$ cat src/rtl/wb_decoder_3_pkg.sv
// Shared constants for the 3-slave Wishbone decoder: state encoding and error cause.
package wb_decoder_3_pkg;

  localparam int unsigned NumSlaves = 3;

  localparam logic [1:0] StIdle   = 2'd0;
  localparam logic [1:0] StActive = 2'd1;
  localparam logic [1:0] StErr    = 2'd2;

  typedef enum logic {
    CauseDecode  = 1'b0,
    CauseTimeout = 1'b1
  } err_cause_e;

endpackage

$ cat src/rtl/wb_addr_match.sv
// Combinational priority address comparator: lowest-index matching base wins.
module wb_addr_match #(
  parameter int unsigned AddrWidth = 32,
  parameter int unsigned NumPorts  = 3
) (
  input  logic [AddrWidth-1:0]               addr_i,
  input  logic [NumPorts-1:0][AddrWidth-1:0] base_i,
  input  logic [NumPorts-1:0][AddrWidth-1:0] mask_i,
  output logic [NumPorts-1:0]                hit_o,
  output logic                               valid_o
);

  always_comb begin
    hit_o   = '0;
    valid_o = 1'b0;
    for (int unsigned i = 0; i < NumPorts; i++) begin
      if (!valid_o && ((addr_i & mask_i[i]) == (base_i[i] & mask_i[i]))) begin
        hit_o[i] = 1'b1;
        valid_o  = 1'b1;
      end
    end
  end

endmodule

$ cat src/rtl/wb_decoder_3.sv
// Single-master to 3-slave Wishbone classic decoder with registered decode,
// unmapped-address error response and a watchdog for hung slaves.
module wb_decoder_3
  import wb_decoder_3_pkg::*;
#(
  parameter int unsigned            DATA_WIDTH     = 32,
  parameter int unsigned            ADDR_WIDTH     = 32,
  parameter int unsigned            SELECT_WIDTH   = DATA_WIDTH / 8,
  parameter logic [ADDR_WIDTH-1:0]  WBS0_ADDR      = ADDR_WIDTH'(32'h0000_0000),
  parameter logic [ADDR_WIDTH-1:0]  WBS0_ADDR_MSK  = ADDR_WIDTH'(32'hFFFF_0000),
  parameter logic [ADDR_WIDTH-1:0]  WBS1_ADDR      = ADDR_WIDTH'(32'h0001_0000),
  parameter logic [ADDR_WIDTH-1:0]  WBS1_ADDR_MSK  = ADDR_WIDTH'(32'hFFFF_0000),
  parameter logic [ADDR_WIDTH-1:0]  WBS2_ADDR      = ADDR_WIDTH'(32'h8000_0000),
  parameter logic [ADDR_WIDTH-1:0]  WBS2_ADDR_MSK  = ADDR_WIDTH'(32'h8000_0000),
  parameter int unsigned            TIMEOUT_CYCLES = 256
) (
  input  logic                    clk,
  input  logic                    rst,

  input  logic [ADDR_WIDTH-1:0]   wbm_adr_i,
  input  logic [DATA_WIDTH-1:0]   wbm_dat_i,
  output logic [DATA_WIDTH-1:0]   wbm_dat_o,
  input  logic                    wbm_we_i,
  input  logic [SELECT_WIDTH-1:0] wbm_sel_i,
  input  logic                    wbm_stb_i,
  output logic                    wbm_ack_o,
  output logic                    wbm_err_o,
  output logic                    wbm_rty_o,
  input  logic                    wbm_cyc_i,

  output logic [ADDR_WIDTH-1:0]   wbs0_adr_o,
  input  logic [DATA_WIDTH-1:0]   wbs0_dat_i,
  output logic [DATA_WIDTH-1:0]   wbs0_dat_o,
  output logic                    wbs0_we_o,
  output logic [SELECT_WIDTH-1:0] wbs0_sel_o,
  output logic                    wbs0_stb_o,
  input  logic                    wbs0_ack_i,
  input  logic                    wbs0_err_i,
  input  logic                    wbs0_rty_i,
  output logic                    wbs0_cyc_o,

  output logic [ADDR_WIDTH-1:0]   wbs1_adr_o,
  input  logic [DATA_WIDTH-1:0]   wbs1_dat_i,
  output logic [DATA_WIDTH-1:0]   wbs1_dat_o,
  output logic                    wbs1_we_o,
  output logic [SELECT_WIDTH-1:0] wbs1_sel_o,
  output logic                    wbs1_stb_o,
  input  logic                    wbs1_ack_i,
  input  logic                    wbs1_err_i,
  input  logic                    wbs1_rty_i,
  output logic                    wbs1_cyc_o,

  output logic [ADDR_WIDTH-1:0]   wbs2_adr_o,
  input  logic [DATA_WIDTH-1:0]   wbs2_dat_i,
  output logic [DATA_WIDTH-1:0]   wbs2_dat_o,
  output logic                    wbs2_we_o,
  output logic [SELECT_WIDTH-1:0] wbs2_sel_o,
  output logic                    wbs2_stb_o,
  input  logic                    wbs2_ack_i,
  input  logic                    wbs2_err_i,
  input  logic                    wbs2_rty_i,
  output logic                    wbs2_cyc_o,

  output logic                    decode_err_o,
  output logic                    timeout_o
);

  // A zero-cycle timeout still needs a 1-bit counter to keep the code legal.
  localparam int unsigned CntW = (TIMEOUT_CYCLES > 0) ? $clog2(TIMEOUT_CYCLES + 1) : 1;
  localparam logic [CntW-1:0] CntLast = (TIMEOUT_CYCLES > 0) ? CntW'(TIMEOUT_CYCLES - 1) : '0;

  logic [1:0]           state_q, state_d;
  logic [NumSlaves-1:0] sel_q, sel_d;
  logic [CntW-1:0]      cnt_q, cnt_d;
  err_cause_e           cause_q, cause_d;

  logic [NumSlaves-1:0]                 hit;
  logic                                 hit_valid;
  logic [NumSlaves-1:0]                 s_ack, s_err, s_rty;
  logic [NumSlaves-1:0][DATA_WIDTH-1:0] s_dat;
  logic [NumSlaves-1:0]                 cyc_gated, stb_gated;
  logic                                 active, sel_ack, sel_err, sel_rty, term;

  wb_addr_match #(
    .AddrWidth (ADDR_WIDTH),
    .NumPorts  (NumSlaves)
  ) u_addr_match (
    .addr_i  (wbm_adr_i),
    .base_i  ({WBS2_ADDR, WBS1_ADDR, WBS0_ADDR}),
    .mask_i  ({WBS2_ADDR_MSK, WBS1_ADDR_MSK, WBS0_ADDR_MSK}),
    .hit_o   (hit),
    .valid_o (hit_valid)
  );

  assign s_ack = {wbs2_ack_i, wbs1_ack_i, wbs0_ack_i};
  assign s_err = {wbs2_err_i, wbs1_err_i, wbs0_err_i};
  assign s_rty = {wbs2_rty_i, wbs1_rty_i, wbs0_rty_i};
  assign s_dat = {wbs2_dat_i, wbs1_dat_i, wbs0_dat_i};

  assign active  = (state_q == StActive);
  assign sel_ack = |(s_ack & sel_q);
  assign sel_err = |(s_err & sel_q);
  assign sel_rty = |(s_rty & sel_q);
  assign term    = sel_ack | sel_err | sel_rty;

  assign cyc_gated = {NumSlaves{active & wbm_cyc_i}} & sel_q;
  assign stb_gated = {NumSlaves{active & wbm_stb_i}} & sel_q;

  assign wbm_ack_o    = active & wbm_cyc_i & sel_ack;
  assign wbm_rty_o    = active & wbm_cyc_i & sel_rty;
  assign wbm_err_o    = (active & wbm_cyc_i & sel_err) | (state_q == StErr);
  assign decode_err_o = (state_q == StErr) && (cause_q == CauseDecode);
  assign timeout_o    = (state_q == StErr) && (cause_q == CauseTimeout);

  always_comb begin
    wbm_dat_o = '0;
    for (int unsigned i = 0; i < NumSlaves; i++) begin
      if (active && sel_q[i]) wbm_dat_o = s_dat[i];
    end
  end

  assign {wbs0_adr_o, wbs1_adr_o, wbs2_adr_o} = {3{wbm_adr_i}};
  assign {wbs0_dat_o, wbs1_dat_o, wbs2_dat_o} = {3{wbm_dat_i}};
  assign {wbs0_we_o, wbs1_we_o, wbs2_we_o}    = {3{wbm_we_i}};
  assign {wbs0_sel_o, wbs1_sel_o, wbs2_sel_o} = {3{wbm_sel_i}};
  assign {wbs2_cyc_o, wbs1_cyc_o, wbs0_cyc_o} = cyc_gated;
  assign {wbs2_stb_o, wbs1_stb_o, wbs0_stb_o} = stb_gated;

  always_comb begin
    state_d = state_q;
    sel_d   = sel_q;
    cnt_d   = cnt_q;
    cause_d = cause_q;
    case (state_q)
      StIdle: begin
        if (wbm_cyc_i && wbm_stb_i) begin
          if (hit_valid) begin
            state_d = StActive;
            sel_d   = hit;
            cnt_d   = '0;
          end else begin
            state_d = StErr;
            cause_d = CauseDecode;
          end
        end
      end
      StActive: begin
        // Abort and termination both beat watchdog expiry.
        if (!wbm_cyc_i || term) begin
          state_d = StIdle;
          sel_d   = '0;
        end else if ((TIMEOUT_CYCLES != 0) && (cnt_q == CntLast)) begin
          state_d = StErr;
          sel_d   = '0;
          cause_d = CauseTimeout;
        end else if (TIMEOUT_CYCLES != 0) begin
          cnt_d = cnt_q + CntW'(1);
        end
      end
      StErr: begin
        state_d = StIdle;
      end
      default: begin
        state_d = StIdle;
        sel_d   = '0;
      end
    endcase
  end

  always_ff @(posedge clk or posedge rst) begin
    if (rst) begin
      state_q <= StIdle;
      sel_q   <= '0;
      cnt_q   <= '0;
      cause_q <= CauseDecode;
    end else begin
      state_q <= state_d;
      sel_q   <= sel_d;
      cnt_q   <= cnt_d;
      cause_q <= cause_d;
    end
  end

endmodule

$ cat config.mk
export PLATFORM = sky130hd
export DESIGN_NAME = wb_decoder_3
export DESIGN_NICKNAME = d
export VERILOG_FILES = /design/src/rtl/wb_decoder_3_pkg.sv /design/src/rtl/wb_addr_match.sv /design/src/rtl/wb_decoder_3.sv
export SDC_FILE = /design/constraint.sdc
export NUM_CORES = 1
export LEC_CHECK = 0
export CAP_MARGIN = 20
export CORE_AREA = 2 2 166 168
export DETAILED_ROUTE_END_ITERATION = 8
export DIE_AREA = 0 0 168 170
export DONT_BUFFER_PORTS = 1
export GPL_ROUTABILITY_DRIVEN = 0
export HOLD_SLACK_MARGIN = 0.03
export SYNTH_ARGS = -nofsm -noshare
export SYNTH_HDL_FRONTEND = slang
export SYNTH_SLANG_ARGS = --single-unit
$ cat constraint.sdc
create_clock -name clk -period 1.9 [get_ports clk]
set_input_delay 0.095 -clock clk [delete_from_list [all_inputs] [get_ports clk]]
set_output_delay 0.095 -clock clk [all_outputs]
set_load 0.02 [all_outputs]
After elaboration in Yosys (flattened, before gate mapping)
Cells that the tools add are included.
{ "word_totals": {"word_cells": 81, "reg_bits": 15, "output_inout_bits": 250, "input_bits": 178} }
{ "op_classes": {"eq_ne": 11, "n_reduce_logical": 22, "bitwise": 15, "mux": 28, "addsub": 1} }
{ "op_table": {"columns": ["operator", "count"], "rows": [
  ["32-bit 2-to-1 mux", 3],
  ["9-bit 2-to-1 mux", 4],
  ["32-bit zero test", 1],
  ["9-bit case mux with 2 select lines", 1],
  ["16-bit by 1-bit == test with 1-bit output, second input constant", 1],
  ["3-bit AND", 5],
  ["3-bit 2-to-1 mux", 4],
  ["2-bit != test, second input constant", 5],
  ["5-bit AND reduction", 2],
  ["9-bit by 1-bit adder with 9-bit output, second input constant", 1],
  ["9-bit by 8-bit == test with 1-bit output, second input constant", 1],
  ["1-bit 2-to-1 mux", 9],
  ["3-bit case mux with 3 select lines", 1],
  ["3-bit OR reduction", 3],
  ["1-bit logical AND", 8],
  ["2-bit 2-to-1 mux", 4],
  ["1-bit AND", 5],
  ["2-bit case mux with 2 select lines", 1],
  ["4-bit AND reduction", 1],
  ["1-bit zero test", 3],
  ["3-bit by 1-bit != test with 1-bit output, second input constant", 1],
  ["1-bit bitwise OR", 3],
  ["2-bit by 1-bit == test with 1-bit output, second input constant", 1],
  ["2-bit == test, second input constant", 1],
  ["7 further kinds", 8]
]} }

Longest topological paths before layout
{ "logic_depth": {"word_depth": 11, "ltp_mapped": 10, "mapped_depth_nobuf": 9} }

Hierarchy
From an unflattened synthesis, not the netlist that was laid out.
{ "unflattened": {"hier_cells": 579, "area_unflattened_um2": 4389.2} }
{ "by_module_without_submodules": {"columns": ["module", "seq_area_each_um2", "area_per_inst_um2", "cells_per_inst", "n_inst"], "rows": [
  ["wb_decoder_3", 375.4, 3054.2, 417, 1],
  ["wb_addr_match", 0.0, 1335.0, 162, 1]
]} }

Worst setup path after synthesis
OpenSTA, ideal clock, no wires.
{ "synth_timing": {"kind": "register -> register", "startpoint": "reg cnt_q[0]", "endpoint": "reg sel_q[1]", "path_slack_ns": -0.104, "arrival_ns": 1.879, "n_path_buf": 0, "synth_period_minus_slack_ns": 2.004, "required_time_ns": 1.775, "setup_time_ns": 0.125, "stages_incl_launch_ff": 10, "path_cell_list": "dfrtp_1 -> ha_1 -> nand3_1 -> nor2_1 -> ha_1 -> mux2i_1 -> and4b_1 -> a32oi_1 -> o21ai_2 -> mux2_4"} }
{ "synth_via": {"elab_chain_cells": 3} }
{ "synth_rtl": {"columns": ["element", "line_no", "text"], "rows": [
  ["start: declaration", "wb_decoder_3.sv:74", "logic [CntW-1:0] cnt_q, cnt_d;"],
  ["start signal: assignment", "wb_decoder_3.sv:179", "cnt_q <= cnt_d;"],
  ["9-bit by 8-bit == test with 1-bit output", "wb_decoder_3.sv:152", "end else if ((TIMEOUT_CYCLES != 0) && (cnt_q == CntLast)) begin"],
  ["3-bit by 1-bit != test with 1-bit output (no line)", null, null],
  ["4-bit AND reduction (no line)", null, null],
  ["end signal: assignment", "wb_decoder_3.sv:178", "sel_q <= sel_d;"],
  ["end: declaration", "wb_decoder_3.sv:73", "logic [NumSlaves-1:0] sel_q, sel_d;"]
]} }
No other way between the ends.
A chain may end at the register's enable or synchronous reset.

Final worst setup path
Ends and elaborated chain as after synthesis.

==> summary.txt <==
Power and ir drop
  • Int Power: 0.0008203 W
  • Pwr/cell area: 430.3 nW/um2
  • Reg power frac: 0.305
  • Combinational power share: 0.350
  • Switching power: 0.0004002 W
  • Sw Ratio: 0.3279
  • Max rail drop VDD: 0.3590 mV
  • Power share of the clock group: 0.345
  • Lkg Pwr: 1.042 nW

Critical path
  • CP Capture Type: register
  • Critical path depth in cells: 9
  • Crit-path max FO: 3
  • Worst EP arrival: 2110 ps
  • CP startpoint: cnt_q[0]
  • FF-to-FF setup slack: -80 ps
  • Slowest Stage Delay on Critical Path: 390 ps
  • Critical Path Start Type: register
  • R2R Path Start: cnt_q[0]
  • Slowest stage cell, crit path: dfrtp_1
  • Worst-path cell chain: ha_4 -> nand3_2 -> nor2_2 -> ha_2 -> mux2i_1 -> and4b_1 -> a32oi_2 -> o21ai_2 -> mux2_4
  • Delay-heaviest family, CP: compound AO/OA/AOI/OAI gates
  • CP Capture Point: sel_q[1]
  • Worst path bufs/invs: 0
  • R2R Path End: sel_q[1]
  • CP Class: reg -> reg
  • Critical Path RT: 2030 ps
  • Worst R2R Path Depth: 9

Floorplanning
  • Initial Utilization: 0.1164
  • Row count: 60
  • Die Area: 28560 um2
  • CORE AREA: 26650 um2
  • Die height: 170 um
  • Die width: 168 um
  • Ports: 428

Clock network
  • H-tree depth: 1
  • CTS tree: built
  • Root Buffer Master: clkbuf_16
  • Total CTS buffers: 3
  • TritonCTS Sinks: 15
  • Clock latency on the worst-skew pair: 250 ps
  • Clock input transition at the sequential cells of the worst setup and hold paths: 50 ps
  • Max clock buf depth: 2

Timing
  • Final setup viols: 1
  • Skew final: 2.454 ps
  • Hold WS: 97.41 ps
  • Slew margin rel.: 0.5911
  • Final period utilization: 1.040
  • Minimum clock period: 1976 ps
  • Slew @ Worst Pin: 612.7 ps
  • Max-slew violations: 0
  • Final setup margin: -75.73 ps
  • F_max: 506.1 MHz
  • Hold Fails Final Rpt: 0
  • RSZ-0062 raised after global routing: true

Final layout
  • Layout cell share with drive strength beyond 1: 0.3875
  • Fillers: 3044
  • Area Growth Syn to Fin: -8.552%
  • # diodes: 0
  • Final net count: 470
  • Fin area: 2836 um2

GRT
  • GR Util met1: 0.06166
  • Met2 Use GR: 0.1247
  • Met3 usage: 0.03977
  • Final global-route overflow total: 0
  • Gr busiest metal: met2
  • Tot GR Track Use: 0.06864
  • Number of global-route vias before repair: 2048
  • First-pass GRT wire length: 14220 um
  • Pin count of the biggest net entering global routing: 35
  • Initial antenna violation count: 0

Logic synthesis
  • Largest cells by area after synthesis: buf_4 50%, dfrtp_1 12%, a22oi_1 7.7%, nand2_1 5.0%, o21ai_0 4.4%
  • Yosys cell types: 40
  • Top FF cell, synth: dfrtp_1
  • Top-area cell type share of the netlist area: 0.5034
  • Number of synthesized register bits: 15
  • Post-synth top cells: 208 x buf_4, 41 x nand2_1, 32 x a22oi_1
  • Most frequent cell after synthesis: buf_4
  • Syn Inst Count: 429
  • Part of the Yosys area used for sequential elements: 0.1210
  • Syn. warnings: 0
  • Post-synth EDFFs: 0
  • Syn Area/Cell: 7.230 um2
  • Syn Nets: 609
  • Synth async-reset ratio: 1.000
  • Synthesized area: 3102 um2
  • Biggest area consumer among synthesized cells: buf_4

Status
  • Run status: complete, but fails checks
  • Failing checks: setup timing

Routing
  • Vias per cell: 3.592
  • 1st-pass router iterations: 4
  • Detailed-route via count: 2263
  • ANT nets after route: 0
  • Drt drc: 0
  • Total Wirelength: 11890 um
  • Routed wire per std cell: 18.87 um
  • Initial DRC count: 107

Placed design
  • Dpl hpwl: 9520 um
  • Dpl ws: -52.93 ps
  • Placed cell areas: 2464 um2
  • Port Buffer Count: 0

Job
  • Maxcap violations: 0

Min path
  • Worst hold path class: in -> reg
registers in the layout, indices dropped and copies added (netlist names):
register	cells
cause_q	1
cnt_q	9
sel_q	3
state_q	2
cell usage in the layout (no fill, tap or decap), types with 2 or more instances in the layout:
cell	n
nand2_1	39
buf_12	6
a222oi_1	3
dfrtp_1	15
nand2_2	2
dlygate4sd3_1	2
and2_4	2
o21ai_1	34
o21ai_0	7
o21ai_2	4
buf_4	65
a31oi_1	3
and2_1	2
nor2_1	9
nor4_1	4
a22oi_2	8
nand3_1	4
and3_1	6
a22oi_1	24
nand2b_1	2
nor3_1	2
clkbuf_16	5
o31ai_1	4
inv_1	4
buf_6	4
power by group through the flow:
| stage | Clock, W | Combinational (W) | Sequential (W) |
|---|---|---|---|
| 6_report | 0.000421 | 0.000427 | 0.000372 |
| 5_1_grt | 0.000441 | 0.000463 | 0.000376 |
| 4_1_cts | 0.000426 | 0.000398 | 0.000370 |
| 3_5_place_dp | 0 | 0.000384 | 0.000375 |
| 3_3_place_gp | 0 | 0.000378 | 0.000374 |
| 2_1_floorplan | 0 | 0.000852 | 0.000371 |
worst min path at each step:
| stage | startpoint | to | depth (start not counted) |
|---|---|---|---|
| 2_1_floorplan | rst | cause_q | 1 |
| 3_3_place_gp | rst | cnt_q[6] | 1 |
| 3_5_place_dp | rst | cnt_q[5] | 1 |
| 4_1_cts | wbm_adr_i[16] | sel_q[0] | 2 |
| 5_1_grt | wbm_adr_i[16] | sel_q[0] | 2 |
| 6_report | wbm_adr_i[16] | sel_q[0] | 2 |
what timing repair did:
action	in CTS	in global routing
endpoints found under the hold margin	16	0
setup buffers	2	8
cloned	0	3
hold buffers	2	0
resized for setup	7	47
pin swaps	1	17
endpoints found under the setup margin	20	31
worst reg2reg max path, cell delays in order (launching register included):
cell and delay, ps:
dfrtp_1 390, ha_4 160, nand3_2 70, nor2_2 90
ha_2 180, mux2i_1 60, and4b_1 180, a32oi_2 290
o21ai_2 130, mux2_4 310
metal layers:
metal | vias up | share of wire
met5 | - | 0
met4 | 0 | 0.038
met3 | 54 | 0.16
met2 | 243 | 0.50
met1 | 990 | 0.30
li1 | 976 | -
cell families after synthesis:
kind of cell	count (synthesis)	share of synthesized area
mux	2	0.008066
buf+inv	230	0.5333
fa+ha+maj	2	0.008066
compound gates	96	0.2005
flops	15	0.1210
simple gates	84	0.1291
metrics by stage:
| stage | TNS [ps] | std cells | utilization | power, W |
|---|---|---|---|---|
| final | -75.73 | 630 | 0.1064 | 0.001221 |
| after detailed placement | -68.19 | 611 | 0.09244 | 0.0007583 |
| after CTS | -45.00 | 619 | 0.09756 | 0.001193 |
| after global placement | 0 | 611 | 0.09244 | 0.0007525 |
| after floorplan | 0 | 429 | - | 0.001223 |
| after global routing | -706.3 | 630 | 0.1064 | 0.001280 |
layout make-up:
type	count	area (um2)	area share
flip-flops and latches	15	375.4	0.1323
multi-input cells	184	1192	0.4204
clock buffers	3	75.07	0.02647
inverters	5	18.77	0.006617
clock inverters	1	5.005	0.001764
repair buffers	81	743.2	0.2620
well taps	341	426.7	0.1504
Note: power is estimated with default switching activity, not from simulation.
